## src/rtl/snn_pkg.sv

```systemverilog
// Shared types and default widths for the spike output path.
package snn_pkg;

  localparam int unsigned NUM_PE_DEF     = 16;
  localparam int unsigned ADDR_W_DEF     = $clog2(NUM_PE_DEF);
  localparam int unsigned TS_W_DEF       = 8;
  localparam int unsigned FIFO_DEPTH_DEF = 8;

  // One address-event word as carried to the spike router.
  typedef struct packed {
    logic                  eot;
    logic                  layer;
    logic [TS_W_DEF-1:0]   ts;
    logic [ADDR_W_DEF-1:0] addr;
  } aer_event_t;

  typedef enum logic [1:0] {
    IDLE = 2'd0,
    SCAN = 2'd1,
    EOT  = 2'd2
  } state_t;

endpackage

```

## src/rtl/spike_event_fifo.sv

```systemverilog
// Synchronous event FIFO; head entry comes straight from the register array.
module spike_event_fifo
  import snn_pkg::*;
#(
  parameter int unsigned DEPTH = FIFO_DEPTH_DEF
) (
  input  logic       clk,
  input  logic       rst,
  input  logic       push,
  input  aer_event_t push_data,
  input  logic       pop,
  output aer_event_t head,
  output logic       full,
  output logic       empty
);

  localparam int unsigned PTR_W = $clog2(DEPTH);

  aer_event_t       mem [DEPTH];
  logic [PTR_W-1:0] wr_ptr;
  logic [PTR_W-1:0] rd_ptr;
  logic [PTR_W:0]   count;
  logic             do_push;
  logic             do_pop;

  // Flags come from the registered count, so a same-cycle pop never frees room for a push.
  always_comb begin
    full    = (count == (PTR_W+1)'(DEPTH));
    empty   = (count == '0);
    do_push = push && !full;
    do_pop  = pop && !empty;
    head    = mem[rd_ptr];
  end

  // Storage, pointers and occupancy.
  always_ff @(posedge clk or negedge rst) begin
    if (!rst) begin
      for (int unsigned i = 0; i < DEPTH; i++) mem[i] <= '0;
      wr_ptr <= '0;
      rd_ptr <= '0;
      count  <= '0;
    end else begin
      if (do_push) begin
        mem[wr_ptr] <= push_data;
        wr_ptr      <= wr_ptr + 1'b1;
      end
      if (do_pop) rd_ptr <= rd_ptr + 1'b1;
      case ({do_push, do_pop})
        2'b10:   count <= count + 1'b1;
        2'b01:   count <= count - 1'b1;
        default: ;
      endcase
    end
  end

endmodule

```

## src/rtl/spike_aer_encoder.sv

```systemverilog
// Serialises each timestep's PE spike vector into AER words followed by an EOT marker.
// Struct field widths come from snn_pkg; keep NUM_PE/ADDR_W/TS_W at the package defaults.
module spike_aer_encoder
  import snn_pkg::*;
#(
  parameter int unsigned NUM_PE     = NUM_PE_DEF,
  parameter int unsigned ADDR_W     = ADDR_W_DEF,
  parameter int unsigned TS_W       = TS_W_DEF,
  parameter int unsigned FIFO_DEPTH = FIFO_DEPTH_DEF
) (
  input  logic              clk,
  input  logic              rst,
  input  logic [NUM_PE-1:0] spike_vec,
  input  logic              layer,
  input  logic              ts_end,
  output logic              capture_ready,
  output logic              aer_valid,
  input  logic              aer_ready,
  output logic [ADDR_W-1:0] aer_addr,
  output logic              aer_layer,
  output logic [TS_W-1:0]   aer_ts,
  output logic              aer_eot,
  output logic              overflow,
  output logic              busy
);

  state_t            state;
  state_t            state_nxt;
  logic [NUM_PE-1:0] pending;
  logic [NUM_PE-1:0] pending_nxt;
  logic [NUM_PE-1:0] pending_rest;
  logic              lyr_q;
  logic [TS_W-1:0]   ts_q;
  logic [TS_W-1:0]   ts_cnt;
  logic              accept;
  logic              push;
  aer_event_t        push_data;
  aer_event_t        head;
  logic              fifo_full;
  logic              fifo_empty;
  logic              pop;

  // Index of the lowest set bit; ascending scan order.
  function automatic logic [ADDR_W-1:0] lowest_set(input logic [NUM_PE-1:0] v);
    logic [ADDR_W-1:0] idx;
    logic              found;
    idx   = '0;
    found = 1'b0;
    for (int unsigned i = 0; i < NUM_PE; i++) begin
      if (v[i] && !found) begin
        idx   = ADDR_W'(i);
        found = 1'b1;
      end
    end
    return idx;
  endfunction

  // Next-state, capture and push decisions.
  always_comb begin
    state_nxt     = state;
    pending_nxt   = pending;
    pending_rest  = pending & (pending - 1'b1);
    capture_ready = 1'b0;
    accept        = 1'b0;
    push          = 1'b0;
    push_data     = '0;
    case (state)
      IDLE: begin
        capture_ready = 1'b1;
        if (ts_end) begin
          accept      = 1'b1;
          pending_nxt = spike_vec;
          state_nxt   = (spike_vec == '0) ? EOT : SCAN;
        end
      end
      SCAN: begin
        if (!fifo_full) begin
          push        = 1'b1;
          push_data   = '{eot: 1'b0, layer: lyr_q, ts: ts_q, addr: lowest_set(pending)};
          pending_nxt = pending_rest;
          if (pending_rest == '0) state_nxt = EOT;
        end
      end
      EOT: begin
        if (!fifo_full) begin
          push      = 1'b1;
          push_data = '{eot: 1'b1, layer: lyr_q, ts: ts_q, addr: '0};
          state_nxt = IDLE;
        end
      end
      default: state_nxt = IDLE;
    endcase
  end

  // State, captured timestep context and sticky overflow.
  always_ff @(posedge clk or negedge rst) begin
    if (!rst) begin
      state    <= IDLE;
      pending  <= '0;
      lyr_q    <= 1'b0;
      ts_q     <= '0;
      ts_cnt   <= '0;
      overflow <= 1'b0;
    end else begin
      state   <= state_nxt;
      pending <= pending_nxt;
      if (accept) begin
        lyr_q  <= layer;
        ts_q   <= ts_cnt;
        ts_cnt <= ts_cnt + 1'b1;
      end
      if (ts_end && !capture_ready) overflow <= 1'b1;
    end
  end

  spike_event_fifo #(
    .DEPTH (FIFO_DEPTH)
  ) u_fifo (
    .clk       (clk),
    .rst       (rst),
    .push      (push),
    .push_data (push_data),
    .pop       (pop),
    .head      (head),
    .full      (fifo_full),
    .empty     (fifo_empty)
  );

  // Stream outputs from the FIFO head.
  always_comb begin
    aer_valid = !fifo_empty;
    pop       = aer_valid && aer_ready;
    aer_addr  = head.addr;
    aer_layer = head.layer;
    aer_ts    = head.ts;
    aer_eot   = head.eot;
    busy      = (state != IDLE) || aer_valid;
  end

endmodule
```

## config.mk

```make
export PLATFORM = sky130hd
export DESIGN_NAME = spike_aer_encoder
export DESIGN_NICKNAME = d
export VERILOG_FILES = /design/src/rtl/snn_pkg.sv /design/src/rtl/spike_event_fifo.sv /design/src/rtl/spike_aer_encoder.sv
export SDC_FILE = /design/constraint.sdc
export NUM_CORES = 1
export LEC_CHECK = 0
export ABC_AREA = 1
export CAP_MARGIN = 25
export CORE_MARGIN = 8
export CORE_UTILIZATION = 60
export CTS_CLUSTER_DIAMETER = 30
export CTS_CLUSTER_SIZE = 30
export DETAILED_ROUTE_END_ITERATION = 10
export PLACE_DENSITY = 0.8
export SLEW_MARGIN = 20
export SYNTH_ARGS = -nofsm -noshare
export SYNTH_HDL_FRONTEND = slang
export SYNTH_SLANG_ARGS = --single-unit
export TNS_END_PERCENT = 30
```

## constraint.sdc

```tcl
create_clock -name clk -period 2.4 [get_ports clk]
set_clock_uncertainty 0.1 [all_clocks]
set_input_delay 0.72 -clock clk [delete_from_list [all_inputs] [get_ports clk]]
set_output_delay 0.72 -clock clk [all_outputs]
set_load 0.02 [all_outputs]
```

==> results.sh, run 1 <==
export IMPL_synthArstFlopShare_pct=100.0
export IMPL_die_w_um=130.2
export IMPL_cts_htree_levels=4
export IMPL_io_pins=39
export IMPL_holdWs_ps=105.1
export IMPL_failed_checks="setup timing"
export IMPL_clk_insertion_delay_late_ps=430
export IMPL_clock_path_buffers=2
export IMPL_netlist_instances=917
export IMPL_post_layout_total_power_mw=14.14
export IMPL_via_count_of_the_first_global_routing_pass=6591
export IMPL_ys_flop_type="dfrtp_1"
export IMPL_max_transition_margin_pct=66.04
export IMPL_critical_path_sink_type="output port"
export IMPL_max_slew_worst_pin_slew_ps=504.8
export IMPL_power_leakage_nw=4.309
export IMPL_worstPathArrival_ps=1850
export IMPL_synth_fp_nets=948
export IMPL_power_density_mw_per_mm2=1493
export IMPL_design_final_nets=1016
export IMPL_syn_cell_area_mm2=0.007823
export IMPL_drv_slew=0
export IMPL_drv_max_cap_violation_count=0
export IMPL_dr_pass1_iters=5
export IMPL_number_of_enable_flip_flop_cells_after_synthesis=0
export IMPL_most_frequent_standard_cell_in_the_layout_excluding_fill_and_tap_cells="nand2_1"
export IMPL_placed_cell_area_mm2=0.008579
export IMPL_final_core_util_pct=74.75
export IMPL_cts_inserted_buffers=17
export IMPL_clk_pin_slew_worst_paths_ps=60
export IMPL_number_of_different_library_cells_in_the_post_synthesis_netlist=43
export IMPL_antenna_found_initial=0
export IMPL_startpoint_type_of_the_worst_setup_path="flip-flop"
export IMPL_synth_seq_area_share_pct=50.54
export IMPL_post_route_period_util_pct=111.1
export IMPL_peak_supply_drop_v=0.0009960
export IMPL_hpwl_um=12110
export IMPL_yosysWarnings=0
export IMPL_fin_area_mm2=0.009472
export IMPL_dp_cells=1128
export IMPL_avgSynthCellArea_um2=8.531
export IMPL_grt_use_total_pct=24.55
export IMPL_wl_per_cell_um=16.69
export IMPL_post_place_ws_ps=-327.4
export IMPL_globalRouteOverflowTotal=0
export IMPL_initial_utilization_pct=61.74
export IMPL_share_of_post_route_cells_with_drive_strength_above_1_pct=15.85
export IMPL_drt_first_iter_violations=680
export IMPL_timing_fmax_mhz=374.9
export IMPL_rows=41
export IMPL_synth_ff_latch_count=158
export IMPL_period_needed_ps=2667
export IMPL_vert_die_dim_um=130.2
export IMPL_detail_route_drc_violations=0
export IMPL_final_antenna_net_count=0
export IMPL_criticalPathCategory="reg2out"
export IMPL_grt_first_pass_wirelength_um=32560
export IMPL_critical_path_required_ps=1580
export IMPL_fp_dieArea_mm2=0.01695
export IMPL_clock_sinks=158
export IMPL_num_vias=6731
export IMPL_ctsRootBufferMaster="clkbuf_16"
export IMPL_final_hold_viol_count=0
export IMPL_via_per_inst=5.758
export IMPL_status="complete, but fails checks"
export IMPL_design_core_area_mm2=0.01267
export IMPL_critical_path_peak_fanout=6
export IMPL_setup_viol_count_final=14
export IMPL_final_cells=1169
export IMPL_mostFrequentLayoutCells="202 x nand2_1, 187 x o21ai_0, 157 x dfrtp_1, 121 x nor2_1, 57 x buf_4"
export IMPL_setup_total_negative_slack_ps=-2969
export IMPL_portBuffers=38
export IMPL_grt_start_max_net_pins=44
export IMPL_antenna_cells=0
export IMPL_min_delay_path_class="in2async"
export IMPL_grt_setup_unrepaired="true"
export IMPL_routed_wl_um=19510
export IMPL_area_growth_pct=21.08
export IMPL_post_route_worst_setup_slack_ps=-267.4
export IMPL_cts_tree="done"
export IMPL_routability_driven_placement_congestion_ratio=0.9350
## synthesized netlist by cell type (2+ instances only)
| library cell | count | area (um2) |
|---|---|---|
| nand3b_1 | 5 | 37.54 |
| a211oi_1 | 2 | 15.01 |
| o21a_1 | 3 | 22.52 |
| nor2_1 | 127 | 476.7 |
| buf_4 | 8 | 60.06 |
| a21oi_1 | 12 | 60.06 |
| nand3_2 | 2 | 20.02 |
| nor3_1 | 3 | 15.01 |
| o21ai_1 | 7 | 35.03 |
| nand3_1 | 12 | 60.06 |
| a31oi_1 | 14 | 87.58 |
| and2_1 | 2 | 12.51 |
| xnor2_1 | 2 | 17.52 |
| nor2_4 | 2 | 22.52 |
| inv_2 | 2 | 7.510 |
| xor2_1 | 12 | 105.1 |
| nor2_2 | 2 | 12.51 |
| dfrtp_1 | 158 | 3954 |
| o22ai_1 | 17 | 106.4 |
| o21ai_0 | 197 | 986.0 |
| nand3b_4 | 4 | 80.08 |
| o211ai_1 | 4 | 30.03 |
| clkbuf_1 | 22 | 82.58 |
| buf_2 | 11 | 55.05 |
| inv_1 | 36 | 135.1 |
| nand4_4 | 7 | 148.9 |
| buf_6 | 8 | 90.09 |
| nand2_4 | 2 | 22.52 |
| nand4_1 | 2 | 12.51 |
| nand2_1 | 202 | 758.2 |
| nand2_2 | 7 | 43.79 |
| ha_1 | 9 | 112.6 |
| nor4_1 | 4 | 25.02 |
## registers in the layout, summed over array words and instances (netlist names)
signal / flops
lyr_q: 1
overflow: 1
state: 2
ts_cnt: 8
pending: 16
u_fifo.count: 4
ts_q: 8
u_fifo.rd_ptr: 3
u_fifo.wr_ptr: 3
u_fifo.mem: 112
## timing repair
action                                  4_1_cts  5_1_grt
endpoints found under the setup margin       17       18
resized for setup                           112       24
setup buffers                                 6        2
hold buffers                                  0        0
pin swaps                                     8       12
gates cloned                                  1        1
## cell families after synthesis
group / synth area share, %
AND/OR/NAND/NOR: 22.63
AO/OA/AOI/OAI: 17.48
flip-flops: 50.54
buffers and inverters: 6.078
XOR/XNOR: 1.568
adder cells (fa/ha/maj): 1.695
## cell type report
cell class	count	area, um2
Tap cell	172	215.2
Clock buffer	18	439.2
Sequential cell	158	3955
Timing Repair Buffer	100	998.5
Clock inverter	13	235.2
Inverter	40	155.1
Fill cell	918	3199
Multi-Input combinational cell	668	3473
## metal layers
metal	vias up	track usage, %	wire (um)
met2	237	39.67	9414
met3	35	5.957	1203
met1	3250	32.02	8519
met4	0	7.650	371
met5	-	0	0
li1	3209	-	-
## worst max-delay path, stage by stage (launching register included)
cell	delay, ps
dfrtp_2	430
buf_6	150
buf_12	120
buf_8	100
nor2_1	40
nor2_1	80
o21ai_1	70
a31oi_1	230
buf_4	190
## final timing paths
kind	from	endpoint	slack (ps)	depth (start not counted)
min in group clk	ts_cnt[7]$_DFFE_PN0P_	ts_cnt[7]$_DFFE_PN0P_	380	1
min reg2reg	ts_cnt[7]$_DFFE_PN0P_	ts_cnt[7]$_DFFE_PN0P_	380	1
min	rst	pending[2]$_DFFE_PN0P_	110	1
max in group asynchronous	rst	ts_cnt[6]$_DFFE_PN0P_	1530	2
max reg2reg	u_fifo.count[0]$_DFFE_PN0P_	u_fifo.count[3]$_DFFE_PN0P_	150	13
max	u_fifo.rd_ptr[0]$_DFFE_PN0P_	aer_ts[2]	-270	8
## power breakdown
group / internal, mW / total (mW) / switching [mW]
clock network: 1.98 / 3.11 / 1.13
logic: 2.74 / 6.76 / 4.02
registers: 3.55 / 4.27 / 0.722
total: 8.26 / 14.1 / 5.88
Note: power is estimated with default switching activity, not from simulation.
==> run 2: changes to the inputs <==
--- a/config.mk
+++ b/config.mk
@@ -5,7 +5,7 @@
 export SDC_FILE = /design/constraint.sdc
 export NUM_CORES = 1
 export LEC_CHECK = 0
-export ABC_AREA = 1
+export ABC_AREA = 0
 export CAP_MARGIN = 25
 export CORE_MARGIN = 8
 export CORE_UTILIZATION = 60
==> results.sh, run 2 <==
export IMPL_status="complete, but fails checks"
export IMPL_failed_checks="setup timing"
export IMPL_wl_met3_um=1196
export IMPL_synth_top_cell_area_share_pct=53.47
export IMPL_rows=40
export IMPL_placed_cell_area_mm2=0.008521
export IMPL_antenna_cells=0
export IMPL_min_delay_path_class="in2async"
export IMPL_grt_first_pass_wirelength_um=30790
export IMPL_post_route_worst_setup_slack_ps=-477.9
export IMPL_design_core_area_mm2=0.01201
export IMPL_via_per_inst=6.324
export IMPL_register_with_the_most_flip_flops="u_fifo.mem"
export IMPL_post_synth_xor_area_fraction_pct=1.777
export IMPL_dp_cells=873
export IMPL_routed_wl_um=19410
export IMPL_detail_route_drc_violations=0
export IMPL_period_needed_ps=2878
export IMPL_power_leakage_nw=4.294
export IMPL_portBuffers=38
export IMPL_grt_start_max_net_pins=57
export IMPL_die_w_um=127.0
export IMPL_antenna_found_initial=0
export IMPL_post_synth_and_or_nand_nor_area_fraction_pct=11.13
export IMPL_setup_viol_count_final=19
export IMPL_design_final_nets=790
export IMPL_power_density_mw_per_mm2=1365
export IMPL_area_growth_pct=27.75
export IMPL_fp_dieArea_mm2=0.01613
export IMPL_synthArstFlopShare_pct=100.0
export IMPL_initial_utilization_pct=61.56
export IMPL_uppermost_signal_routing_layer_after_detailed_routing="met4"
export IMPL_avgSynthCellArea_um2=11.39
export IMPL_dr_pass1_iters=5
export IMPL_cell_accounting_for_the_most_synthesized_area="dfrtp_1"
export IMPL_number_of_enable_flip_flop_cells_after_synthesis=0
export IMPL_worstPathArrival_ps=2060
export IMPL_length_of_routed_met2_wiring_um=9836
export IMPL_via_count_of_the_first_global_routing_pass=6004
export IMPL_globalRouteOverflowTotal=0
export IMPL_fraction_of_the_mapped_netlist_area_in_adder_cells_pct=1.929
export IMPL_critical_path_sink_type="output port"
export IMPL_clk_pin_slew_worst_paths_ps=60
export IMPL_ctsRootBufferMaster="clkbuf_16"
export IMPL_largest_register_ff_count=112
export IMPL_reg_largest_list="u_fifo.mem x112, pending x16"
export IMPL_final_cells=919
export IMPL_synth_fp_nets=680
export IMPL_grt_use_total_pct=24.31
export IMPL_fin_area_mm2=0.009447
export IMPL_io_pins=39
export IMPL_vert_die_dim_um=127.0
export IMPL_wl_per_cell_um=21.12
export IMPL_cts_inserted_buffers=17
export IMPL_critical_path_peak_fanout=6
export IMPL_drt_first_iter_violations=505
export IMPL_post_route_period_util_pct=119.9
export IMPL_yosysWarnings=0
export IMPL_number_of_different_library_cells_in_the_post_synthesis_netlist=52
export IMPL_cts_htree_levels=4
export IMPL_synthMuxAreaShare_pct=16.87
export IMPL_yosys_top_cells_area="dfrtp_1 53%, mux4_2 8.5%, mux2_2 8.1%"
export IMPL_synth_compound_gate_area_share_pct=11.96
export IMPL_clk_insertion_delay_late_ps=430
export IMPL_hpwl_um=12580
export IMPL_holdWs_ps=151.8
export IMPL_startpoint_type_of_the_worst_setup_path="flip-flop"
export IMPL_cts_tree="done"
export IMPL_clock_sinks=158
export IMPL_final_core_util_pct=78.65
export IMPL_final_antenna_net_count=0
export IMPL_m1WireLength_um=7756
export IMPL_final_hold_viol_count=0
export IMPL_ys_flop_type="dfrtp_1"
export IMPL_max_slew_worst_pin_slew_ps=671.1
export IMPL_clock_path_buffers=2
export IMPL_mostFrequentLayoutCells="157 x dfrtp_1, 111 x nand2_1, 96 x o21ai_0, 75 x buf_4, 47 x mux2_2"
export IMPL_combinational_family_with_the_most_area_after_synthesis="multiplexers"
export IMPL_timing_fmax_mhz=347.5
export IMPL_setup_total_negative_slack_ps=-6381
export IMPL_syn_cell_area_mm2=0.007395
export IMPL_grt_setup_unrepaired="true"
export IMPL_most_frequent_standard_cell_in_the_layout_excluding_fill_and_tap_cells="dfrtp_1"
export IMPL_synth_ff_latch_count=158
export IMPL_share_of_post_route_cells_with_drive_strength_above_1_pct=33.55
export IMPL_critical_path_required_ps=1580
export IMPL_synth_seq_area_share_pct=53.47
export IMPL_peak_supply_drop_v=0.0008235
export IMPL_drv_max_cap_violation_count=0
export IMPL_num_vias=5812
export IMPL_criticalPathCategory="reg2out"
export IMPL_netlist_top_cells_count="158 x dfrtp_1, 113 x nand2_1, 102 x o21ai_0"
export IMPL_netlist_instances=649
export IMPL_synth_most_common_cell="dfrtp_1"
export IMPL_routability_driven_placement_congestion_ratio=0.8838
export IMPL_max_transition_margin_pct=55.21
export IMPL_post_cts_hold_buffer_count=0
export IMPL_drv_slew=0
==> run 2: changes by cell type after synthesis, moves of 8 or more <==
cell	delta
nor2_1	-108
mux4_2	+28
a31oi_1	-13
a22o_1	+14
nand2_1	-89
buf_4	-8
mux2_2	+53
inv_1	-25
xnor2_1	+8
o22ai_1	-17
o21ai_0	-95
clkbuf_1	+14
==> run 2: cell type report <==
class / count / area [um2]
Multi-Input combinational cell: 438 / 3433
Clock inverter: 12 / 136.4
Inverter: 11 / 46.29
Sequential cell: 158 / 3955
Timing Repair Buffer: 133 / 1235
Fill cell: 679 / 2565
Clock buffer: 20 / 456.7
Tap cell: 147 / 183.9
==> run 2: cells by family (layout without fill, tap and decap cells) <==
group                      count (synthesis)  after routing
and+or+nand+nor                          181            181
DFF                                      158            158
AOI/OAI and AO/OA                        148            148
muxes                                     83             83
buffers and inverters                     53            176
xor gates and xnor gates                  15             15
adders and majority gates                 11             11
==> run 2: power breakdown <==
group,internal [mW],leakage (nW),switching [mW]
clock,1.59,0.283,1.10
combinational,2.95,1.88,3.18
sequential,3.47,2.13,0.590
total,8.02,4.29,4.88
==> run 2: path summary, 6_finish.rpt <==
kind	cells after the start	slack (ps)	to	startpoint
min in group clk	1	360	overflow$_DFFE_PN0P_	overflow$_DFFE_PN0P_
max reg2reg	11	-140	u_fifo.count[3]$_DFFE_PN0P_	u_fifo.count[0]$_DFFE_PN0P_
max in group asynchronous	2	1390	pending[5]$_DFFE_PN0P_	rst
min reg2reg	1	360	overflow$_DFFE_PN0P_	overflow$_DFFE_PN0P_
max	5	-480	aer_ts[3]	u_fifo.rd_ptr[0]$_DFFE_PN0P_
min	1	150	u_fifo.mem[17]$_DFFE_PN0P_	rst
==> run 2: per-stage QoR <==
stage / total power [mW] / setup WS [ps]
2_1_floorplan: 7.403 / -67.17
3_3_place_gp: 9.113 / -377.7
3_5_place_dp: 9.414 / -405.3
4_1_cts: 12.47 / -468.0
5_1_grt: 13.57 / -517.4
6_report: 12.89 / -477.9
==> run 2: critical path: stages, from the launching register on <==
cell	delay [ps]
dfrtp_2	390
buf_12	130
buf_12	130
mux4_2	530
mux2_4	300
buf_6	130
==> run 2: per-layer routing <==
metal / vias to the layer above / global-route usage, %
li1: 2555 / -
met1: 2953 / 29.91
met2: 244 / 39.77
met3: 60 / 6.531
met4: 0 / 10.57
met5: - / 0
==> run 2: timing repair <==
item / 4_1_cts / 5_1_grt
gates cloned: 1 / 0
buffers inserted: 5 / 9
endpoints found under the setup margin: 75 / 126
pin swaps: 7 / 7
resized for setup: 115 / 33
endpoints found under the hold margin: 0 / 0
==> run 3: changes to the inputs <==
--- a/config.mk
+++ b/config.mk
@@ -13,6 +13,7 @@
 export CTS_CLUSTER_SIZE = 30
 export DETAILED_ROUTE_END_ITERATION = 10
 export PLACE_DENSITY = 0.8
+export SKIP_CTS_REPAIR_TIMING = 1
 export SLEW_MARGIN = 20
 export SYNTH_ARGS = -nofsm -noshare
 export SYNTH_HDL_FRONTEND = slang
==> results.sh, run 3 (synthesized netlist as in run 2, its figures left out) <==
export IMPL_slowest_delay_ps=540
export IMPL_grt_setup_unrepaired="true"
export IMPL_final_antenna_net_count=0
export IMPL_cts_inserted_buffers=17
export IMPL_grt_use_total_pct=23.97
export IMPL_design_final_nets=792
export IMPL_drv_slew=0
export IMPL_hpwl_um=12580
export IMPL_detail_route_drc_violations=0
export IMPL_final_hold_viol_count=0
export IMPL_setup_viol_count_final=20
export IMPL_clk_pin_slew_worst_paths_ps=70
export IMPL_holdWs_ps=146.3
export IMPL_design_core_area_mm2=0.01201
export IMPL_most_frequent_standard_cell_in_the_layout_excluding_fill_and_tap_cells="dfrtp_1"
export IMPL_clk_insertion_delay_late_ps=430
export IMPL_initial_utilization_pct=61.56
export IMPL_antenna_found_initial=0
export IMPL_register_with_the_most_flip_flops="u_fifo.mem"
export IMPL_final_cells=921
export IMPL_area_growth_pct=27.16
export IMPL_critical_path_peak_fanout=6
export IMPL_max_slew_worst_pin_slew_ps=678.6
export IMPL_timing_fmax_mhz=347.7
export IMPL_status="complete, but fails checks"
export IMPL_setup_total_negative_slack_ps=-6766
export IMPL_failed_checks="setup timing"
export IMPL_mostFrequentLayoutCells="157 x dfrtp_1, 111 x nand2_1, 98 x o21ai_0, 83 x buf_4, 48 x mux2_2"
export IMPL_grt_start_max_net_pins=57
export IMPL_reg_largest_list="u_fifo.mem x112, pending x16"
export IMPL_post_place_ws_ps=-405.3
export IMPL_critical_path_s_most_frequent_cell="buf_6"
export IMPL_fillers=683
export IMPL_grt_first_pass_wirelength_um=30330
export IMPL_via_count_of_the_first_global_routing_pass=5924
export IMPL_rows=40
export IMPL_antenna_cells=0
export IMPL_share_of_post_route_cells_with_drive_strength_above_1_pct=33.33
export IMPL_worst_path_buf_inv=3
export IMPL_ctsRootBufferMaster="clkbuf_16"
export IMPL_criticalPathCategory="reg2out"
export IMPL_period_needed_ps=2876
export IMPL_fp_dieArea_mm2=0.01613
export IMPL_regToRegStartpoint="pending[3]$_DFFE_PN0P_"
export IMPL_crit_start="u_fifo.rd_ptr[0]$_DFFE_PN0P_"
export IMPL_io_pins=39
export IMPL_globalRouteOverflowTotal=0
export IMPL_via_per_inst=6.324
export IMPL_wl_per_cell_um=21.17
export IMPL_clock_sinks=158
export IMPL_startpoint_type_of_the_worst_setup_path="flip-flop"
export IMPL_drt_first_iter_violations=630
export IMPL_peak_supply_drop_v=0.0007893
export IMPL_dr_pass1_iters=5
export IMPL_worstPathArrival_ps=2060
export IMPL_largest_register_ff_count=112
export IMPL_post_route_worst_setup_slack_ps=-476.1
export IMPL_clock_path_buffers=2
export IMPL_post_route_period_util_pct=119.8
export IMPL_power_leakage_nw=4.307
export IMPL_routability_driven_placement_congestion_ratio=0.8838
export IMPL_critical_path_slowest_cell="mux4_2"
export IMPL_timing_critical_path_max_delay_family="multiplexers"
export IMPL_routed_wl_um=19500
export IMPL_die_w_um=127.0
export IMPL_max_transition_margin_pct=54.71
export IMPL_cts_tree="done"
export IMPL_num_vias=5824
export IMPL_vert_die_dim_um=127.0
export IMPL_portBuffers=38
export IMPL_power_density_mw_per_mm2=1361
export IMPL_drv_max_cap_violation_count=0
export IMPL_min_delay_path_class="in2async"
export IMPL_critical_path_sink_type="output port"
export IMPL_dp_cells=873
export IMPL_cts_htree_levels=4
export IMPL_critical_path_required_ps=1580
export IMPL_cp_cell_sequence="buf_6 -> buf_12 -> mux4_2 -> mux2_4 -> buf_6"
==> run 3: changes by cell type in the layout (fill, tap and decap cells not counted), sizes merged <==
cell / change
clkbuf: +1
dlymetal6s2s: +1
==> run 3: metal layers <==
layer,GRT usage (%),vias up,routed length (um),part of all wire (%)
met5,0,-,0,0
met4,9.237,0,558,2.9
met3,5.990,60,1134,5.8
met2,39.61,240,9973,51
met1,29.90,2966,7833,40
li1,-,2558,-,-
==> run 3: cell type report <==
type / instances / area (um2) / share of cell area [%]
clock buffer: 20 / 456.7 / 4.857
clock inverter: 12 / 136.4 / 1.450
inverter: 11 / 46.29 / 0.4923
multi-input combinational: 438 / 3401 / 36.17
sequential: 158 / 3955 / 42.06
tap: 147 / 183.9 / 1.956
timing repair buffer: 135 / 1224 / 13.01
==> run 3: report_power, final <==
group | leakage [nW] | internal [mW] | switching, mW | total (mW)
clock network | 0.283 | 1.59 | 1.09 | 2.68
logic | 1.90 | 2.91 | 3.13 | 6.04
registers | 2.13 | 3.47 | 0.600 | 4.07
==> run 3: metrics by stage <==
step | util (%) | cell area, um2 | total power, mW
6_report | 78.28 | 9403 | 12.80
5_1_grt | 78.28 | 9403 | 13.49
4_1_cts | 75.88 | 9114 | 12.15
3_5_place_dp | 70.94 | 8521 | 9.414
3_3_place_gp | 70.94 | 8521 | 9.113
2_1_floorplan | - | 7480 | 7.403
==> run 3: worst paths after layout <==
| kind | cells after the start | slack (ps) | endpoint |
|---|---|---|---|
| max in group asynchronous | 2 | 1360 | u_fifo.mem[58]$_DFFE_PN0P_ |
| worst max-delay path | 5 | -480 | aer_ts[3] |
| worst min register to register | 1 | 360 | overflow$_DFFE_PN0P_ |
| worst max register to register | 8 | -180 | state[0]$_DFFE_PN0P_ |
| min in group clk | 1 | 360 | overflow$_DFFE_PN0P_ |
| worst min-delay path | 1 | 150 | u_fifo.mem[3]$_DFFE_PN0P_ |
